### src/rtl/led_pkg.sv
// Shared encodings for the LED sequencer: run-time pattern modes and
// bounce direction.
package led_pkg;

    typedef enum logic [1:0] {
        MODE_BINARY   = 2'd0,
        MODE_PRIORITY = 2'd1,
        MODE_CHASE    = 2'd2,
        MODE_BOUNCE   = 2'd3
    } mode_e;

    typedef enum logic {
        DIR_UP   = 1'b0,
        DIR_DOWN = 1'b1
    } dir_e;

endpackage

### src/rtl/led_sequencer_prescaler.sv
// Step prescaler: one tick every div+1 enabled cycles. The >= compare makes
// a mid-count reduction of div tick on the next enabled cycle.
module tick_prescaler #(
    parameter int unsigned DIV_WIDTH = 24
) (
    input  logic                 sys_clk,
    input  logic                 sys_rst_n,
    input  logic                 enable,
    input  logic [DIV_WIDTH-1:0] div,
    output logic                 tick
);

    logic [DIV_WIDTH-1:0] presc_cnt;

    assign tick = enable && (presc_cnt >= div);

    always_ff @(posedge sys_clk or negedge sys_rst_n) begin
        if (!sys_rst_n) begin
            presc_cnt <= '0;
        end else if (enable) begin
            if (presc_cnt >= div) begin
                presc_cnt <= '0;
            end else begin
                presc_cnt <= presc_cnt + DIV_WIDTH'(1);
            end
        end
    end

endmodule

### src/rtl/led_sequencer.sv
// Generic N-LED pattern generator: four pattern engines advanced by a shared
// prescaler tick, a run-time mode mux and a PWM brightness gate.
module led_sequencer
    import led_pkg::*;
#(
    parameter int unsigned NUM_LEDS  = 3,
    parameter int unsigned DIV_WIDTH = 24,
    parameter int unsigned PWM_WIDTH = 4
) (
    input  logic                 sys_clk,
    input  logic                 sys_rst_n,
    input  logic                 enable,
    input  logic [1:0]           mode,
    input  logic [DIV_WIDTH-1:0] div,
    input  logic [PWM_WIDTH-1:0] brightness,
    output logic [NUM_LEDS-1:0]  leds,
    output logic                 step_pulse
);

    localparam int unsigned POS_W = (NUM_LEDS > 1) ? $clog2(NUM_LEDS) : 1;
    localparam logic [POS_W-1:0] POS_LAST = POS_W'(NUM_LEDS - 1);

    logic                 tick;
    logic [NUM_LEDS-1:0]  seq_cnt, seq_nxt;
    logic [NUM_LEDS-1:0]  chase, chase_nxt;
    logic [POS_W-1:0]     bounce_pos, pos_nxt;
    dir_e                 bounce_dir, dir_nxt;
    logic [PWM_WIDTH-1:0] pwm_cnt;
    logic [NUM_LEDS-1:0]  pattern;
    logic                 gate;

    tick_prescaler #(
        .DIV_WIDTH(DIV_WIDTH)
    ) u_prescaler (
        .sys_clk  (sys_clk),
        .sys_rst_n(sys_rst_n),
        .enable   (enable),
        .div      (div),
        .tick     (tick)
    );

    always_ff @(posedge sys_clk or negedge sys_rst_n) begin
        if (!sys_rst_n) begin
            seq_cnt    <= '0;
            chase      <= NUM_LEDS'(1);
            bounce_pos <= '0;
            bounce_dir <= DIR_UP;
            pwm_cnt    <= '0;
            leds       <= '0;
            step_pulse <= 1'b0;
        end else begin
            seq_cnt    <= seq_nxt;
            chase      <= chase_nxt;
            bounce_pos <= pos_nxt;
            bounce_dir <= dir_nxt;
            pwm_cnt    <= pwm_cnt + PWM_WIDTH'(1);
            leds       <= pattern & {NUM_LEDS{gate}};
            step_pulse <= tick;
        end
    end

    always_comb begin
        seq_nxt   = seq_cnt;
        chase_nxt = chase;
        pos_nxt   = bounce_pos;
        dir_nxt   = bounce_dir;
        if (tick) begin
            seq_nxt   = seq_cnt + NUM_LEDS'(1);
            chase_nxt = (chase << 1) | (chase >> (NUM_LEDS - 1));
            if (NUM_LEDS > 1) begin
                if (bounce_dir == DIR_UP) begin
                    if (bounce_pos == POS_LAST) begin
                        dir_nxt = DIR_DOWN;
                        pos_nxt = bounce_pos - POS_W'(1);
                    end else begin
                        pos_nxt = bounce_pos + POS_W'(1);
                    end
                end else begin
                    if (bounce_pos == '0) begin
                        dir_nxt = DIR_UP;
                        pos_nxt = POS_W'(1);
                    end else begin
                        pos_nxt = bounce_pos - POS_W'(1);
                    end
                end
            end
        end
    end

    // The mux looks at post-tick engine state so leds shows a new step on
    // the same edge that raises step_pulse.
    always_comb begin
        pattern = '0;
        case (mode_e'(mode))
            MODE_BINARY:   pattern = seq_nxt;
            MODE_PRIORITY: pattern = seq_nxt & (~seq_nxt + NUM_LEDS'(1));
            MODE_CHASE:    pattern = chase_nxt;
            MODE_BOUNCE:   pattern = NUM_LEDS'(1) << pos_nxt;
            default:       pattern = '0;
        endcase
    end

    assign gate = (brightness == '1) || (pwm_cnt < brightness);

endmodule

### config.mk
export PLATFORM = sky130hd
export DESIGN_NAME = led_sequencer
export DESIGN_NICKNAME = d
export VERILOG_FILES = /design/src/rtl/led_pkg.sv /design/src/rtl/led_sequencer_prescaler.sv /design/src/rtl/led_sequencer.sv
export SDC_FILE = /design/constraint.sdc
export NUM_CORES = 1
export LEC_CHECK = 0
export BUFFER_PORTS_ARGS = -buffer_cell sky130_fd_sc_hd__buf_2
export CAP_MARGIN = 25
export CORE_UTILIZATION = 40
export CTS_CLUSTER_SIZE = 10
export DETAILED_ROUTE_END_ITERATION = 8
export GPL_TIMING_DRIVEN = 0
export PLACE_DENSITY = 0.55
export SETUP_SLACK_MARGIN = 0.05
export SYNTH_ARGS = -nofsm -noshare
export SYNTH_HDL_FRONTEND = slang
export SYNTH_HIERARCHICAL = 1
export SYNTH_SLANG_ARGS = --single-unit
### constraint.sdc
create_clock -name sys_clk -period 4.55 [get_ports sys_clk]
set_clock_uncertainty 0.2 [all_clocks]
set_input_delay 0.455 -clock sys_clk [delete_from_list [all_inputs] [get_ports sys_clk]]
set_output_delay 0.455 -clock sys_clk [all_outputs]
set_load 0.02 [all_outputs]
==> results.toml <==
[logic_synthesis]
yosys_warnings = 6
ys_seq_area_share_pct = 35.8
synth_top_cell_by_area = "dfrtp_1"
synthesis.nets = 363
ys_types = 55
syn_inst = 300
netlist_area_mm2 = 0.00287
synth_edf_count = 0
synthFlopType = "dfrtp_1"
async_flop_share_pct = 100
synth.top_cell.area_share_pct = 34.9
synth_area_leaders = "dfrtp_1 35%, ha_1 13%, inv_1 5.1%"
synth-seq-cells = 41
syn_avg_cell_area_um2 = 9.57

[place]
dp_worst_setup_slack_ns = 0.941
gp_congestion = 0.777
hpwlAfterDp_um = 4640
placed_area_mm2 = 0.00317
port_buffers = 36

[floorplanning]
die_h_um = 86.7
die_area_mm2 = 0.00752
ios = 37
initial_core_util_pct = 41.8
rows = 30
die_w_um = 86.7
core_mm2 = 0.00687

[detailed_routing]
wl_per_cell_um = 14.0
postRouteAntennaNets = 0
via_per_inst = 5.14
drc = 0
via_count = 2270
routed_wl_um = 6210
drt_pass1_iterations = 4
first_iter_violations = 92

[worst_setup_path]
path_class = "flop to flop"
cp.arrival_ns = 3.38
critPathMaxStageDelay_ns = 0.50
crit_family = "compound AO/OA/AOI/OAI gates"
crit_required_ns = 4.53
cp-start-kind = "flop"
crit_path_end_kind = "flop"
cp_slowest_cell = "a21oi_2"
path_cells = "ha_1 > nand4_1 > nor2_1 > o2bb2ai_1 > a41oi_4 > a21oi_2 > buf_6 > mux2_2 > o21ai_0 > a2bb2oi_1 > a21oi_1"
cp.buffers_inverters = 1
critPathMaxFanout = 9

[power_and_ir_drop]
ir_drop_uv = 189
powerDensity_mw_per_mm2 = 459
p_total_mw = 1.52
power.leakage_nw = 1.63

[finish]
fin_area_mm2 = 0.00332
layout.nets = 408
fill_cells = 678
finish.utilization_pct = 48.3
area_growth_pct = 15.5
layout-drive-gt1-share_pct = 20.8
antennaDiodeCount = 0

[grt]
grt_max_degree = 42
grt_usage_pct = 18.3
grt_pass1_wl_um = 10600
overflow = 0
antenna_found_initial = 0
first_global_vias = 2142

[cts]
clock_path_buffers = 2
post_cts_resized = 0
cts_max_level = 2
clockRootBuffer = "clkbuf_8"
cts_tree = "done"
cts_made_buffers = 5
insertion_delay_ns = 0.29
clkTransAtPathRegs_ns = 0.09
cts_num_sinks = 41

[sta]
final_hold_viol_count = 0
worstMarginPinSlew_ns = 0.522
worst_slack_ns = 1.15
timing.fmax_mhz = 294
timing.slew.headroom_pct = 65.2
period_share_pct = 74.8
post-route-min-period_ns = 3.40
finalSetupTns_ns = 0
rsz0062_at_grt = "false"
setup_viol = 0
drv_slew = 0

[flow_run]
max_cap_violations = 0

[hold_path]
hp-class = "primary input to asynchronous set/reset pin"

[status]
outcome = "completed"
==> where the power goes <==
| group | internal [mW] | total, mW | leakage, nW | switching, mW |
|---|---|---|---|---|
| clock network | 0.164 | 0.298 | 0.0543 | 0.134 |
| logic | 0.288 | 0.628 | 1.05 | 0.340 |
| registers | 0.467 | 0.597 | 0.523 | 0.130 |
==> final timing paths <==
path,startpoint,endpoint,slack [ns],depth (start not counted)
min in group sys_clk,mode[1],leds[1]$_DFF_PN0_,0.27,3
hold / removal,sys_rst_n,pwm_cnt[3]$_DFF_PN0_,0.27,2
max in group asynchronous,sys_rst_n,chase[0]$_DFF_PN1_,3.39,3
setup reg to reg,u_prescaler/presc_cnt[23]$_DFFE_PN0P_,leds[0]$_DFF_PN0_,1.15,11
hold reg to reg,pwm_cnt[3]$_DFF_PN0_,pwm_cnt[3]$_DFF_PN0_,0.28,1
setup / recovery,u_prescaler/presc_cnt[23]$_DFFE_PN0P_,leds[0]$_DFF_PN0_,1.15,11
==> worst reg2reg max path, cell delays in order, from the launching register on <==
cell and delay [ns]:
dfrtp_1 0.42, ha_1 0.38, nand4_1 0.24, nor2_1 0.29
o2bb2ai_1 0.20, a41oi_4 0.11, a21oi_2 0.50, buf_6 0.20
mux2_2 0.34, o21ai_0 0.16, a2bb2oi_1 0.19, a21oi_1 0.06
==> cells by family (layout without fill, tap and decap cells) <==
logic type / Yosys count / after routing / synth area share [%]
and+or+nand+nor: 101 / 101 / 18.8
xor gates and xnor gates: 13 / 13 / 3.97
AOI/OAI and AO/OA: 61 / 61 / 17.8
buffers and inverters: 47 / 93 / 7.67
DFF: 41 / 41 / 35.8
muxes: 7 / 7 / 2.92
adders and majority gates: 30 / 30 / 13.1
==> final cells by class <==
| type | count | area, um2 | area share, % |
|---|---|---|---|
| timing repair buffer | 38 | 210 | 6.34 |
| tap | 96 | 120 | 3.62 |
| buffer | 8 | 73.8 | 2.23 |
| clock buffer | 5 | 68.8 | 2.07 |
| multi-input combinational | 212 | 1620 | 49.0 |
| sequential | 41 | 1030 | 31.0 |
| inverter | 39 | 146 | 4.41 |
| clock inverter | 3 | 46.3 | 1.40 |
==> cell usage after synthesis (2+ instances only) <==
| library cell | instances |
|---|---|
| inv_1 | 39 |
| o211ai_1 | 2 |
| dfrtp_1 | 40 |
| a22oi_1 | 3 |
| clkbuf_8 | 2 |
| o22ai_1 | 4 |
| nand2_1 | 23 |
| o21a_1 | 2 |
| and3_1 | 7 |
| a31oi_1 | 5 |
| a21o_1 | 2 |
| and4_1 | 4 |
| nand3_1 | 21 |
| o2bb2ai_1 | 3 |
| buf_6 | 3 |
| o21ai_0 | 6 |
| mux2_2 | 3 |
| xnor2_1 | 5 |
| a21oi_1 | 10 |
| ha_1 | 30 |
| and3_2 | 2 |
| o31ai_2 | 3 |
| a41oi_1 | 2 |
| and2_1 | 2 |
| mux2_4 | 2 |
| or3_1 | 2 |
| nor2_1 | 16 |
| o311ai_2 | 2 |
| nor3_1 | 3 |
| clkbuf_1 | 2 |
| o31ai_1 | 2 |
| mux2i_1 | 2 |
| xor2_1 | 8 |
| nand4_1 | 10 |
| o221ai_1 | 3 |
| o311ai_1 | 2 |
| nand2b_1 | 5 |
==> registers in the layout (all words and copies together), names as in the netlist, named ones only <==
name and cells:
leds 3, pwm_cnt 4, step_pulse 1, u_prescaler/presc_cnt 24
chase 3, bounce_pos 2, seq_cnt 3
==> repair_timing <==
item,4_1_cts,5_1_grt
endpoints found under the hold margin,0,40
hold buffers,0,1
buffers inserted,0,0
==> cells in the final DEF, fill, tap and decap left out, drive strengths merged, types with 5 or more instances in the layout <==
cell type,netlist,layout
nand2b,6,6
o31ai,5,5
xor2,8,8
a21oi,11,11
inv,39,39
dfrtp,40,40
xnor2,5,5
a31oi,5,5
buf,4,41
mux2,5,5
nor2,16,16
clkbuf,4,9
o21ai,7,7
and3,9,9
nand3,22,22
nand2,23,23
ha,30,30
nand4,10,10
==> through the flow <==
stage	std cells	hold slack [ns]
6_report	442	0.269
5_1_grt	442	0.271
4_1_cts	440	0.128
3_5_place_dp	432	0.268
3_3_place_gp	432	0.268
2_1_floorplan	300	-0.0406
==> routing by layer <==
metal | share of wire [%] | GRT usage (%)
met5 | 0 | 0
met4 | 0.72 | 4.24
met1 | 51 | 26.1
met3 | 2.4 | 2.86
met2 | 46 | 29.1
No activity file was read; power rests on OpenSTA's default activity.
